File: config.mk
export PLATFORM = sky130hd
export DESIGN_NAME = arm_mc_controller_flat
export DESIGN_NICKNAME = d
export VERILOG_FILES = /design/src/rtl/arm_mc_controller_if.sv /design/src/rtl/arm_mc_controller.sv /design/src/flat_wrapper.sv
export SDC_FILE = /design/constraint.sdc
export NUM_CORES = 1
export LEC_CHECK = 0
export ABC_AREA = 1
export ABC_CLOCK_PERIOD_IN_PS = 1150
export BUFFER_PORTS_ARGS = -buffer_cell sky130_fd_sc_hd__clkbuf_2
export CAP_MARGIN = 20
export CORE_ASPECT_RATIO = 1.5
export CORE_MARGIN = 3
export CORE_UTILIZATION = 37
export CTS_CLUSTER_DIAMETER = 200
export DETAILED_ROUTE_END_ITERATION = 10
export PLACE_DENSITY_LB_ADDON = 0.1
export REMOVE_ABC_BUFFERS = 1
export SYNTH_ARGS = -nofsm -noshare
export SYNTH_HDL_FRONTEND = slang
export SYNTH_SLANG_ARGS = --single-unit
File: constraint.sdc
create_clock -name clk -period 1.15 [get_ports clk]
set_input_delay 0.0575 -clock clk [delete_from_list [all_inputs] [get_ports clk]]
set_output_delay 0.0575 -clock clk [all_outputs]
set_load 0.02 [all_outputs]
File: src/rtl/arm_mc_controller_if.sv
// Control bundle between the multicycle ARM controller and its datapath.
// Latency: none; plain wires grouped for port convenience.
// Backpressure: none; the datapath samples every cycle.
//
// slave  : controller side (takes Instr/ALUFlags, drives all controls and Flags)
// master : datapath/test side (drives Instr/ALUFlags, observes controls)
interface arm_mc_controller_if;
   logic [31:0] Instr;
   logic [3:0]  ALUFlags;
   logic        PCWrite;
   logic        IRWrite;
   logic        RegWrite;
   logic        MemWrite;
   logic        AdrSrc;
   logic [1:0]  RegSrc;
   logic        ALUSrcA;
   logic [1:0]  ALUSrcB;
   logic [1:0]  ImmSrc;
   logic [1:0]  ALUControl;
   logic [1:0]  ResultSrc;
   logic [3:0]  Flags;

   modport slave (
      input  Instr, ALUFlags,
      output PCWrite, IRWrite, RegWrite, MemWrite, AdrSrc, RegSrc,
             ALUSrcA, ALUSrcB, ImmSrc, ALUControl, ResultSrc, Flags
   );

   modport master (
      output Instr, ALUFlags,
      input  PCWrite, IRWrite, RegWrite, MemWrite, AdrSrc, RegSrc,
             ALUSrcA, ALUSrcB, ImmSrc, ALUControl, ResultSrc, Flags
   );
endinterface

File: src/rtl/arm_mc_controller.sv
// Multicycle ARM control unit: FSM sequencing, condition gating, NZCV flags.
// Latency: branch 3 cycles, data-processing/STR 4, LDR 5 (FETCH to FETCH).
// Backpressure: none; advances one state per clock, reset is synchronous.
//
// Ports: clk, reset (sync, active-high); bus (slave modport) carries Instr and
// ALUFlags in, and PC/IR/RF/memory enables, mux selects, ImmSrc, ALUControl
// and registered Flags out.
module arm_mc_controller #(
   parameter logic [1:0] IMMSRC_DP  = 2'b00,
   parameter logic [1:0] IMMSRC_MEM = 2'b01,
   parameter logic [1:0] IMMSRC_BR  = 2'b10
) (
   input  logic               clk,
   input  logic               reset,
   arm_mc_controller_if.slave bus
);

   typedef enum logic [3:0] {
      FETCH    = 4'd0,
      DECODE   = 4'd1,
      MEMADR   = 4'd2,
      MEMREAD  = 4'd3,
      MEMWB    = 4'd4,
      MEMWRITE = 4'd5,
      EXECR    = 4'd6,
      EXECI    = 4'd7,
      ALUWB    = 4'd8,
      BRANCH   = 4'd9
   } state_t;

   state_t      state, next_state;
   logic        condexr;
   logic [3:0]  flags_r;

   logic [3:0]  cond, rd;
   logic [1:0]  op;
   logic [5:0]  funct;
   logic        rd15;

   logic        nextpc, irw, regw, memw, branch, aluop;
   logic        alu_legal, alu_addsub, flagw, condex, pcs;
   logic [1:0]  alucontrol;

   logic        unused_instr;

   assign cond  = bus.Instr[31:28];
   assign op    = bus.Instr[27:26];
   assign funct = bus.Instr[25:20];
   assign rd    = bus.Instr[15:12];
   assign rd15  = (rd == 4'hF);
   assign unused_instr = ^{bus.Instr[19:16], bus.Instr[11:0]};

   // Condition evaluation against the registered flags (N Z C V = [3:0]).
   always_comb begin
      condex = 1'b0;
      case (cond)
         4'h0: condex =  flags_r[2];
         4'h1: condex = ~flags_r[2];
         4'h2: condex =  flags_r[1];
         4'h3: condex = ~flags_r[1];
         4'h4: condex =  flags_r[3];
         4'h5: condex = ~flags_r[3];
         4'h6: condex =  flags_r[0];
         4'h7: condex = ~flags_r[0];
         4'h8: condex =  flags_r[1] & ~flags_r[2];
         4'h9: condex = ~flags_r[1] |  flags_r[2];
         4'hA: condex =  (flags_r[3] == flags_r[0]);
         4'hB: condex =  (flags_r[3] != flags_r[0]);
         4'hC: condex = ~flags_r[2] & (flags_r[3] == flags_r[0]);
         4'hD: condex =  flags_r[2] | (flags_r[3] != flags_r[0]);
         4'hE: condex =  1'b1;
         default: condex = 1'b0;
      endcase
   end

   // Next-state and Moore decodes; illegal codes fall back to FETCH with
   // every enable low.
   always_comb begin
      next_state    = FETCH;
      nextpc        = 1'b0;
      irw           = 1'b0;
      regw          = 1'b0;
      memw          = 1'b0;
      branch        = 1'b0;
      aluop         = 1'b0;
      bus.AdrSrc    = 1'b0;
      bus.ALUSrcA   = 1'b0;
      bus.ALUSrcB   = 2'b00;
      bus.ResultSrc = 2'b00;
      case (state)
         FETCH: begin
            bus.ALUSrcA   = 1'b1;
            bus.ALUSrcB   = 2'b10;
            bus.ResultSrc = 2'b10;
            irw           = 1'b1;
            nextpc        = 1'b1;
            next_state    = DECODE;
         end
         DECODE: begin
            bus.ALUSrcA   = 1'b1;
            bus.ALUSrcB   = 2'b10;
            bus.ResultSrc = 2'b10;
            case (op)
               2'b01:   next_state = MEMADR;
               2'b00:   next_state = funct[5] ? EXECI : EXECR;
               2'b10:   next_state = BRANCH;
               default: next_state = FETCH;
            endcase
         end
         MEMADR: begin
            bus.ALUSrcB = 2'b01;
            next_state  = funct[0] ? MEMREAD : MEMWRITE;
         end
         MEMREAD: begin
            bus.AdrSrc = 1'b1;
            next_state = MEMWB;
         end
         MEMWB: begin
            bus.ResultSrc = 2'b01;
            regw          = 1'b1;
         end
         MEMWRITE: begin
            bus.AdrSrc = 1'b1;
            memw       = 1'b1;
         end
         EXECR: begin
            aluop      = 1'b1;
            next_state = ALUWB;
         end
         EXECI: begin
            bus.ALUSrcB = 2'b01;
            aluop       = 1'b1;
            next_state  = ALUWB;
         end
         ALUWB: begin
            regw = 1'b1;
         end
         BRANCH: begin
            bus.ALUSrcB   = 2'b01;
            bus.ResultSrc = 2'b10;
            branch        = 1'b1;
         end
         default: next_state = FETCH;
      endcase
   end

   // ALU decode; unrecognised commands fall back to ADD and never touch flags.
   always_comb begin
      alucontrol = 2'b00;
      alu_legal  = 1'b0;
      alu_addsub = 1'b0;
      if (aluop) begin
         case (funct[4:1])
            4'b0100: begin alucontrol = 2'b00; alu_legal = 1'b1; alu_addsub = 1'b1; end
            4'b0010: begin alucontrol = 2'b01; alu_legal = 1'b1; alu_addsub = 1'b1; end
            4'b0000: begin alucontrol = 2'b10; alu_legal = 1'b1; end
            4'b1100: begin alucontrol = 2'b11; alu_legal = 1'b1; end
            default: alucontrol = 2'b00;
         endcase
      end
   end

   assign flagw = aluop & funct[0] & condexr & alu_legal;

   always_ff @(posedge clk) begin
      if (reset) begin
         state   <= FETCH;
         flags_r <= 4'b0000;
         condexr <= 1'b0;
      end else begin
         state <= next_state;
         if (state == DECODE)
            condexr <= condex;
         if (flagw) begin
            flags_r[3:2] <= bus.ALUFlags[3:2];
            if (alu_addsub)
               flags_r[1:0] <= bus.ALUFlags[1:0];
         end
      end
   end

   // Writes to R15 become PC writes; everything except IR load is predicated.
   assign pcs          = (regw & rd15) | branch;
   assign bus.PCWrite  = ~reset & (nextpc | (pcs & condexr));
   assign bus.IRWrite  = ~reset & irw;
   assign bus.RegWrite = ~reset & regw & condexr & ~rd15;
   assign bus.MemWrite = ~reset & memw & condexr;

   assign bus.RegSrc     = {op == 2'b01, op == 2'b10};
   assign bus.ALUControl = alucontrol;
   assign bus.Flags      = flags_r;

   always_comb begin
      case (op)
         2'b00:   bus.ImmSrc = IMMSRC_DP;
         2'b01:   bus.ImmSrc = IMMSRC_MEM;
         2'b10:   bus.ImmSrc = IMMSRC_BR;
         default: bus.ImmSrc = IMMSRC_DP;
      endcase
   end

endmodule

File: src/flat_wrapper.sv
// flat-port wrapper written by rule: the top's interface ports become plain ports
module arm_mc_controller_flat 
#(
   parameter logic [1:0] IMMSRC_DP  = 2'b00,
   parameter logic [1:0] IMMSRC_MEM = 2'b01,
   parameter logic [1:0] IMMSRC_BR  = 2'b10
)
  (clk, reset, bus_Instr, bus_ALUFlags, bus_PCWrite, bus_IRWrite, bus_RegWrite, bus_MemWrite, bus_AdrSrc, bus_RegSrc, bus_ALUSrcA, bus_ALUSrcB, bus_ImmSrc, bus_ALUControl, bus_ResultSrc, bus_Flags);
  arm_mc_controller_if bus_i ();
  input  logic clk;
  input  logic reset;
  input wire logic [$bits(bus_i.Instr)-1:0] bus_Instr;
  input wire logic [$bits(bus_i.ALUFlags)-1:0] bus_ALUFlags;
  output wire logic [$bits(bus_i.PCWrite)-1:0] bus_PCWrite;
  output wire logic [$bits(bus_i.IRWrite)-1:0] bus_IRWrite;
  output wire logic [$bits(bus_i.RegWrite)-1:0] bus_RegWrite;
  output wire logic [$bits(bus_i.MemWrite)-1:0] bus_MemWrite;
  output wire logic [$bits(bus_i.AdrSrc)-1:0] bus_AdrSrc;
  output wire logic [$bits(bus_i.RegSrc)-1:0] bus_RegSrc;
  output wire logic [$bits(bus_i.ALUSrcA)-1:0] bus_ALUSrcA;
  output wire logic [$bits(bus_i.ALUSrcB)-1:0] bus_ALUSrcB;
  output wire logic [$bits(bus_i.ImmSrc)-1:0] bus_ImmSrc;
  output wire logic [$bits(bus_i.ALUControl)-1:0] bus_ALUControl;
  output wire logic [$bits(bus_i.ResultSrc)-1:0] bus_ResultSrc;
  output wire logic [$bits(bus_i.Flags)-1:0] bus_Flags;
  assign bus_i.Instr = bus_Instr;
  assign bus_i.ALUFlags = bus_ALUFlags;
  assign bus_PCWrite = bus_i.PCWrite;
  assign bus_IRWrite = bus_i.IRWrite;
  assign bus_RegWrite = bus_i.RegWrite;
  assign bus_MemWrite = bus_i.MemWrite;
  assign bus_AdrSrc = bus_i.AdrSrc;
  assign bus_RegSrc = bus_i.RegSrc;
  assign bus_ALUSrcA = bus_i.ALUSrcA;
  assign bus_ALUSrcB = bus_i.ALUSrcB;
  assign bus_ImmSrc = bus_i.ImmSrc;
  assign bus_ALUControl = bus_i.ALUControl;
  assign bus_ResultSrc = bus_i.ResultSrc;
  assign bus_Flags = bus_i.Flags;
  arm_mc_controller #(.IMMSRC_DP(IMMSRC_DP), .IMMSRC_MEM(IMMSRC_MEM), .IMMSRC_BR(IMMSRC_BR)) u_core (.clk(clk), .reset(reset), .bus(bus_i));
endmodule
==> summary.md, run 1 <==
| Metric | Value |
|---|---|
| Status | `finished with violations` |
| Failing checks | `setup timing` |
| Die height | `between 60 and 70 um` |
| Pre-antenna DRT Iters | `4` |
| Via count | `approximately 1,200` |
| # rows | `20` |
| M1 GR Usage | `0.225` |
| Slowest cell delay on critical path | `0.36 ns` |
| Standby leakage power | `0.776 nW` |
| Hold depth | `3` |
| Hold bufs inserted after CTS | `0` |
| Register area share after synthesis | `0.210` |
| Post-Place Cell Area | `1170 um2` |
| Placeable Area | `2130 um2` |
| Post-Syn Area | `~860 um2` |
| Multi-input gate area | `694 um2` |
| Final-report setup violation count | `19` |
| Average cell area after synthesis | `5.80 um2` |
| Final Hold Viols | `0` |
| Max VDD drop | `657 uV` |
| Ports | `58` |
| Clock slew at reported path FFs | `0.07 ns` |
| Cts bufs inserted | `3` |
| Synth area leader | `dfxtp_1` |
| DR DRC count | `0` |
| Layout cell share with drive strength beyond 1 | `0.516` |
| Post-route design area | `1510 um2` |
| Reg area | `190 um2` |
| Crit end category | `output pin` |
| Most frequent cells in the layout | `nand2_1 (33), clkbuf_2 (29), buf_4 (19), nor2_1 (17), inv_1 (16)` |
| Root buf cell | `clkbuf_4` |
| Routed len/inst | `12.9 um` |
| Placed Cells | `221` |
| Pin count of the biggest net entering global routing | `10` |
| Nets | `252` |
| Power, Total | `1.12 mW` |
| Final HPWL DP | `2130 um` |
| Slowest stage cell, crit path | `dfxtp_2` |
| Crit-path cells | `inv_2 -> or2_1 -> inv_2 -> nand2_2 -> o21ai_1 -> nand2_1 -> o21ai_1 -> buf_4` |
| First DRT Iteration DRCs | `24` |
| Worst R2R Path Depth | `7` |
| N_diodes | `0` |
| Initial antenna violation count | `0` |
| Main synth FF type | `dfxtp_1` |
| Vias in the first global route | `~1,200` |
| Max-cap violations | `0` |
| Met2 usage | `0.402` |
| Critical path class | `reg2out` |
| Post-place setup slack | `-0.0891 ns` |
| Met3 Track Usage GR | `0.0500` |
| Commonest non-fill, non-tap cell in the layout | `nand2_1` |
| Final worst-path cycle share | `1.25` |
| Min cycle time layout | `roughly 1.4 ns` |
| Remaining Overflow, GRT | `0` |
| First-pass GRT wire length | `4910 um` |
| CP startpoint kind | `flip-flop` |
| Vias/cell | `5.13` |
| Cells after Synth | `148` |
| WP data required | `1.09 ns` |
| Synth top area share | `0.210` |
| Syn. warnings | `0` |
| Yosys cell types | `27` |
| Area delta synth->final | `76.4%` |
| Port Buffers | `41` |
| Worst skew pair latency | `0.28 ns` |
| Filler cells | `around 170` |
| Post-synth ARST share | `0` |
| Min setup slack post-route | `-0.289 ns` |
| FF-to-FF Start | `u_core.state[2]` |
| PD cells | `740 nW/um2` |
| #FFs+latches synth | `9` |
| Rel. slew slack | `0.840` |
| Overall Global Routing Usage | `0.222` |
| Setup skew after layout | `0.0161 ns` |
| Die area | `2950 um2` |
| Worst-path fanout max | `3` |
| H-tree depth | `1` |
| Largest cells by area after synthesis | `dfxtp_1 (21%), nand2_1 (17%), nand3_1 (10%)` |
| Post-synth EDFFs | `0` |
| CTS tree | `yes` |
| Worst EP arrival | `approximately 1.4 ns` |
| Critical path origin | `u_core.state[0]` |
| Finished Layout Cells | `235` |
| CTS Sinks | `9` |
| Hold slack | `about 0.028 ns` |
| RSZ-0062 raised after global routing | `yes` |
| Pins Over Slew Limit | `0` |
| Clock buffer depth | `2` |
| ANT nets after route | `0` |
| Die width | `45.3 um` |
| Initial Util | `0.404` |
| Hold_sp | `bus_ALUFlags[3]` |
| Max Fclk | `slightly below 700 MHz` |
| Most Crowded Layer GR | `met2` |
| Worst-Margin Slew | `0.240 ns` |
| RD Place Congestion | `0.862` |
| Final WL | `3040 um` |
| Hold Path Class | `in2reg` |
[area by class of cell]
type / count / area share
clock buffer: 4 / 0.0174
inverter: 22 / 0.0562
multi-input combinational: 113 / 0.459
sequential: 9 / 0.126
tap: 22 / 0.0182
timing repair buffer: 65 / 0.324
[layer usage]
layer	routed length, um	share of wire	vias up
met2	1700	0.56	38
li1	-	-	607
met4	89	0.029	0
met1	1120	0.37	551
met5	0	0	-
met3	129	0.042	10
[cell usage after synthesis, types with 2 or more instances]
master	count
o21ai_0	3
nand2_1	38
inv_2	5
nand4_1	2
a21oi_1	6
o21ai_1	4
inv_1	17
nand2_2	3
buf_2	3
nand3b_1	3
nor2_2	2
a21oi_2	2
dfxtp_1	9
nor2_1	21
nand3_1	18
[through the flow]
step	setup TNS (ns)	util
after floorplan	-0.456	-
after global placement	-0.342	0.552
after detailed placement	-0.502	0.552
after CTS	-2.84	0.665
after global routing	-4.79	0.712
final	-3.28	0.712
[logic make-up after synthesis]
kind of cell,count (synthesis),share of synthesized area
and+or+nand+nor,93,0.499
buffers and inverters,26,0.122
AOI/OAI and AO/OA,20,0.169
DFF,9,0.210
[timing repair]
action                                  CTS  global route
pin swaps                                 7             7
resized for setup                        50            23
buffers inserted                          5             6
endpoints found under the hold margin     0             0
endpoints found under the setup margin   19            21
[worst max-delay path: cells and delay by family, from the launching register on]
| kind | cells | cell delay (ns) |
|---|---|---|
| compound gates | 2 | 0.14 |
| flops | 1 | 0.36 |
| simple gates | 3 | 0.34 |
| buf+inv | 3 | 0.27 |
[final timing paths]
check / endpoint / slack [ns]
max: bus_PCWrite / -0.29
min: u_core.bus.Flags[3] / 0.03
max reg2reg: u_core.state[3] / -0.23
min reg2reg: u_core.bus.Flags[0] / 0.51
[power by group]
part / internal [mW] / switching (mW) / total, mW
Combinational: 0.241 / 0.282 / 0.523
Clock: 0.134 / 0.123 / 0.257
Sequential: 0.324 / 0.0167 / 0.341
Total: 0.699 / 0.421 / 1.12
[sequential cells by signal, summed over array words and instances (netlist names)]
name,cells
u_core.condexr,1
u_core.bus.Flags,4
u_core.state,4
Note: power is estimated with default switching activity, not from simulation.
==> inputs of run 2 (changes only) <==
- BUFFER_PORTS_ARGS: -buffer_cell sky130_fd_sc_hd__clkbuf_2 -> -buffer_cell sky130_fd_sc_hd__buf_2
- MAX_ROUTING_LAYER: unset -> met4
- SKIP_CTS_REPAIR_TIMING: unset -> 1
==> summary.md, run 2 (same netlist as run 1, synthesis figures left out) <==
| Metric | Value |
|---|---|
| Standby leakage power | `0.718 nW (-7.5%)` |
| Hold depth | `2 (-1)` |
| RD Place Congestion | `0.947 (+9.8%)` |
| Die width | `45.3 um (unchanged)` |
| Port Buffers | `41 (unchanged)` |
| Final HPWL DP | `2130 um (about the same)` |
| Crit end category | `output pin` |
| Overall Global Routing Usage | `0.193 (-0.0287)` |
| RSZ-0062 raised after global routing | `yes` |
| Via count | `1,166 (-3.3%)` |
| Met2 usage | `0.365 (-0.0372)` |
| Worst-path fanout max | `3 (unchanged)` |
| Power, Total | `1.03 mW (-8.2%)` |
| Post-place setup slack | `-0.117 ns (-0.0274 ns)` |
| Vias/cell | `5.14 (about the same)` |
| Hold Path Class | `in2reg` |
| Pins Over Slew Limit | `0 (unchanged)` |
| CTS Sinks | `9 (unchanged)` |
| CTS tree | `yes` |
| Rel. slew slack | `0.820 (-0.0197)` |
| Worst-Margin Slew | `0.267 ns (+0.0273 ns)` |
| Final-report setup violation count | `19 (unchanged)` |
| Min cycle time layout | `1.42 ns (-0.0233 ns)` |
| Clock slew at reported path FFs | `0.06 ns (about the same)` |
| Root buf cell | `clkbuf_4` |
| Max VDD drop | `827 uV (+26%)` |
| Most frequent cells in the layout | `nand2_1 (33), buf_2 (31), buf_4 (21), inv_1 (17), nor2_1 (17)` |
| # rows | `20 (unchanged)` |
| Placeable Area | `2130 um2 (unchanged)` |
| DR DRC count | `0 (unchanged)` |
| Die height | `65.0 um (unchanged)` |
| Min setup slack post-route | `-0.266 ns (+0.0233 ns)` |
| Clock buffer depth | `2 (unchanged)` |
| H-tree depth | `1 (unchanged)` |
| Ports | `58 (unchanged)` |
| CP startpoint kind | `flip-flop` |
| N_diodes | `0 (unchanged)` |
| Commonest non-fill, non-tap cell in the layout | `nand2_1` |
| Worst R2R Path Depth | `9 (+2)` |
| First DRT Iteration DRCs | `16 (-33%)` |
| Worst skew pair latency | `0.26 ns (-0.02 ns)` |
| Area delta synth->final | `60.2%` |
| ANT nets after route | `0 (unchanged)` |
| Vias in the first global route | `1,101 (-7.2%)` |
| Worst EP arrival | `1.36 ns (-0.02 ns)` |
| Max-cap violations | `0 (unchanged)` |
| Cts bufs inserted | `3 (unchanged)` |
| Setup skew after layout | `0.00887 ns (-0.00718 ns)` |
| Initial Util | `0.404 (unchanged)` |
| Final worst-path cycle share | `1.23 (-0.0203)` |
| PD cells | `748 nW/um2 (+1.1%)` |
| Die area | `2950 um2 (unchanged)` |
| Final Hold Viols | `0 (unchanged)` |
| Failing checks | `setup timing` |
| Layout cell share with drive strength beyond 1 | `0.512 (-0.00424)` |
| Most Crowded Layer GR | `met2` |
| Met3 Track Usage GR | `0.0333 (-0.0167)` |
| Final WL | `2740 um (-10%)` |
| Pre-antenna DRT Iters | `5 (+1)` |
| Pin count of the biggest net entering global routing | `10 (unchanged)` |
| Status | `finished with violations` |
| Initial antenna violation count | `0 (unchanged)` |
| Remaining Overflow, GRT | `0 (unchanged)` |
| M1 GR Usage | `0.195 (-0.0294)` |
| Setup TNS | `-2.70 ns (+0.584 ns)` |
| Critical path class | `reg2out` |
| Nets | `244 (-3.2%)` |
| Routed len/inst | `12.1 um (-6.9%)` |
| WP data required | `1.09 ns (about the same)` |
| First-pass GRT wire length | `4350 um (-11%)` |
| Max Fclk | `706 MHz (+1.6%)` |
## run 2: worst max-delay path, stage by stage (launching register included)
cell and delay [ns]:
dfxtp_2 0.34, inv_2 0.04, or2_1 0.21, inv_2 0.08, nand2_2 0.06, o21ai_1 0.08, nand2_1 0.06, o21ai_1 0.08
buf_4 0.16
## run 2: where the power goes
group / internal, mW / switching, mW
Combinational: 0.195 / 0.254
Clock: 0.133 / 0.109
Sequential: 0.324 / 0.0132
Total: 0.653 / 0.376
## run 2: metrics by stage
stage                     std cells  utilization  hold slack, ns  cell area, um2
after global placement          220        0.554           0.311            1180
final                           227        0.646          0.0327            1380
after detailed placement        220        0.554           0.318            1180
after CTS                       224        0.566          0.0383            1200
after floorplan                 144            -           0.120             836
after global routing            227        0.646          0.0345            1380
## run 2: cell type report
type                       instances  area [um2]
multi-input combinational        113         674
sequential                         9         193
clock buffer                       4        26.3
timing repair buffer              57         369
fill                             202         752
tap                               22        27.5
inverter                          22        85.1
## run 2: worst paths after layout
path,slack (ns),to,from
setup / recovery,-0.27,bus_PCWrite,u_core.state[0]
hold / removal,0.03,u_core.state[3],bus_Instr[26]
setup reg to reg,-0.14,u_core.state[2],u_core.state[0]
hold reg to reg,0.53,u_core.bus.Flags[0],u_core.bus.Flags[0]
## run 2: routing by layer
metal / part of all wire / routed length (um)
met5: 0 / 0
met3: 0.037 / 101
met2: 0.58 / 1590
met1: 0.35 / 967
met4: 0.028 / 77
==> inputs of run 3 (changes only) <==
- ABC_CLOCK_PERIOD_IN_PS: 1150 -> 1300
- clock period: 1.15 -> 1.3 ns (I/O delays scaled with it)
==> summary.md, run 3 (same netlist as run 1, synthesis figures left out) <==
| Metric | Value |
|---|---|
| Routed len/inst | `11.4 um (-5.4%)` |
| Placed Cells | `212 (-3.6%)` |
| Clock slew at reported path FFs | `0.07 ns (about the same)` |
| Clock power frac | `0.253 (+0.017)` |
| P_sw | `0.340 mW (-9.5%)` |
| Clock buffer depth | `2 (unchanged)` |
| Area delta synth->final | `58.0%` |
| Rel. slew slack | `0.831 (+0.0101)` |
| ANT nets after route | `0 (unchanged)` |
| Root buf cell | `clkbuf_4` |
| Final HPWL DP | `1980 um (-6.9%)` |
| Hold_sp | `bus_Instr[26]` |
| Crit end category | `output pin` |
| Initial antenna violation count | `0 (unchanged)` |
| DR DRC count | `0 (unchanged)` |
| Pre-antenna DRT Iters | `4 (-1)` |
| First DRT Iteration DRCs | `11 (-5)` |
| CTS Sinks | `9 (unchanged)` |
| Pin count of the biggest net entering global routing | `11 (+1)` |
| RSZ-0062 raised after global routing | `yes` |
| PD cells | `676 nW/um2 (-9.7%)` |
| Worst R2R Path Depth | `8 (-1)` |
| H-tree depth | `1 (unchanged)` |
| Remaining Overflow, GRT | `0 (unchanged)` |
| Overall Global Routing Usage | `0.185 (-0.00838)` |
| Vias/cell | `5.10 (-0.66%)` |
| WP data required | `1.24 ns (+0.15 ns)` |
| Ports | `58 (unchanged)` |
| Final WL | `2550 um (-6.7%)` |
| Reg2Reg Setup Slack | `0.08 ns (+0.22 ns)` |
| Finished Layout Cells | `224 (-1.3%)` |
| Hold depth | `2 (unchanged)` |
| # rows | `20 (unchanged)` |
| Min setup slack post-route | `-0.180 ns (+0.0855 ns)` |
| Worst-path fanout max | `5 (+2)` |
| FF-to-FF End | `u_core.bus.Flags[2]` |
| Die height | `65.0 um (unchanged)` |
| Final-report setup violation count | `7 (-12)` |
| First-pass GRT wire length | `4000 um (-8.1%)` |
| Max VDD drop | `615 uV (-26%)` |
| Worst EP arrival | `1.42 ns (+0.06 ns)` |
| Net Sw Frac | `0.371 (+0.00596)` |
| Fin util | `0.638 (-0.00882)` |
| Status | `finished with violations` |
| Vias in the first global route | `1,039 (-5.6%)` |
| Die width | `45.3 um (unchanged)` |
| Commonest non-fill, non-tap cell in the layout | `nand2_1` |
| RD Place Congestion | `0.922 (-2.7%)` |
| Layout cell share with drive strength beyond 1 | `0.460 (-0.0518)` |
| Die area | `2950 um2 (unchanged)` |
| Standby leakage power | `0.688 nW (-4.1%)` |
| Max-cap violations | `0 (unchanged)` |
| Most frequent cells in the layout | `nand2_1 (35), buf_2 (30), inv_1 (17), nand3_1 (17), nor2_1 (16)` |
| Setup TNS | `-0.436 ns (+2.26 ns)` |
| CTS tree | `yes` |
| Initial Util | `0.404 (unchanged)` |
| Max Fclk | `676 MHz` |
| Internal power | `0.576 mW (-12%)` |
| Reg power frac | `0.326 (-0.002)` |
| Port Buffers | `41 (unchanged)` |
| Critical path class | `reg2out` |
| Nets | `241 (-1.2%)` |
| Setup skew after layout | `0.00960 ns (+0.000723 ns)` |
| Failing checks | `setup timing` |
| Worst skew pair latency | `0.28 ns (+0.02 ns)` |
| CP startpoint kind | `flip-flop` |
| Final worst-path cycle share | `1.14` |
| Final Hold Viols | `0 (unchanged)` |
| Combinational power share | `0.421 (-0.015)` |
| Cts bufs inserted | `3 (unchanged)` |
| Min cycle time layout | `1.48 ns` |
| Worst-Margin Slew | `0.254 ns (-0.0129 ns)` |
| Via count | `1,143 (-2.0%)` |
| FF-to-FF Start | `u_core.state[2]` |
| Hold Path Class | `in2reg` |
| Placeable Area | `2130 um2 (unchanged)` |
| Filler cells | `195 (-3.5%)` |
| Hold Path End | `u_core.state[3]` |
| N_diodes | `0 (unchanged)` |
| Pins Over Slew Limit | `0 (unchanged)` |
## run 3: changes by cell type in the layout (fill, tap and decap cells not counted), moves of 2 or more
cell,before,now
a21oi_1,2,4
a21oi_2,6,4
buf_4,21,15
buf_6,5,8
dfxtp_1,3,5
dfxtp_2,4,1
nand2_1,33,35
nand2_4,3,1
nor2_4,3,5
o21ai_1,2,4
o21ai_2,4,1
## run 3: worst max-delay path by stage
stage,slack [ns],end,startpoint,cells after the start
after floorplan,-0.01,bus_MemWrite,u_core.state[1],4
after global routing,-0.27,bus_PCWrite,u_core.state[0],8
after detailed placement,0.04,bus_PCWrite,u_core.state[3],7
final,-0.18,bus_PCWrite,u_core.state[1],7
after CTS,-0.26,bus_PCWrite,u_core.state[3],7
after global placement,0.08,bus_PCWrite,u_core.state[1],7
## run 3: through the flow
step	cell area [um2]	worst slack, ns	power [mW]	hold slack (ns)
floorplan	836	-0.0137	0.474	0.127
finish	1360	-0.180	0.916	0.0235
global route	1360	-0.267	0.979	0.0128
detailed placement	1110	0.0432	0.595	0.326
CTS	1130	-0.262	0.823	0.0319
global placement	1110	0.0796	0.591	0.317
## run 3: cell type report
class | count | area, um2 | share of cell area
timing repair buffer | 54 | 373 | 0.275
tap | 22 | 27.5 | 0.0203
sequential | 9 | 193 | 0.142
multi-input combinational | 113 | 649 | 0.479
clock buffer | 4 | 26.3 | 0.0194
inverter | 22 | 87.6 | 0.0646
## run 3: layer usage
layer  global-route usage  routed length, um  up-vias
met5                    -                  0        -
met4               0.0916                100        0
met3               0.0417                100       11
met2                0.337               1460       26
met1                0.170                896      517
li1                     -                  -      589
## run 3: worst max-delay path, stage by stage (launching register included)
cell	delay (ns)
dfxtp_4	0.36
or2_1	0.23
inv_2	0.11
nand2_2	0.07
o21ai_1	0.07
nand2_1	0.05
o21ai_1	0.08
buf_4	0.16
## run 3: power by group through the flow
| stage | clock network [mW] | registers (mW) | logic, mW |
|---|---|---|---|
| 5_1_grt | 0.253 | 0.300 | 0.425 |
| 2_1_floorplan | 0 | 0.306 | 0.167 |
| 3_5_place_dp | 0 | 0.304 | 0.291 |
| 4_1_cts | 0.233 | 0.298 | 0.292 |
| 3_3_place_gp | 0 | 0.304 | 0.287 |
| 6_report | 0.232 | 0.299 | 0.385 |
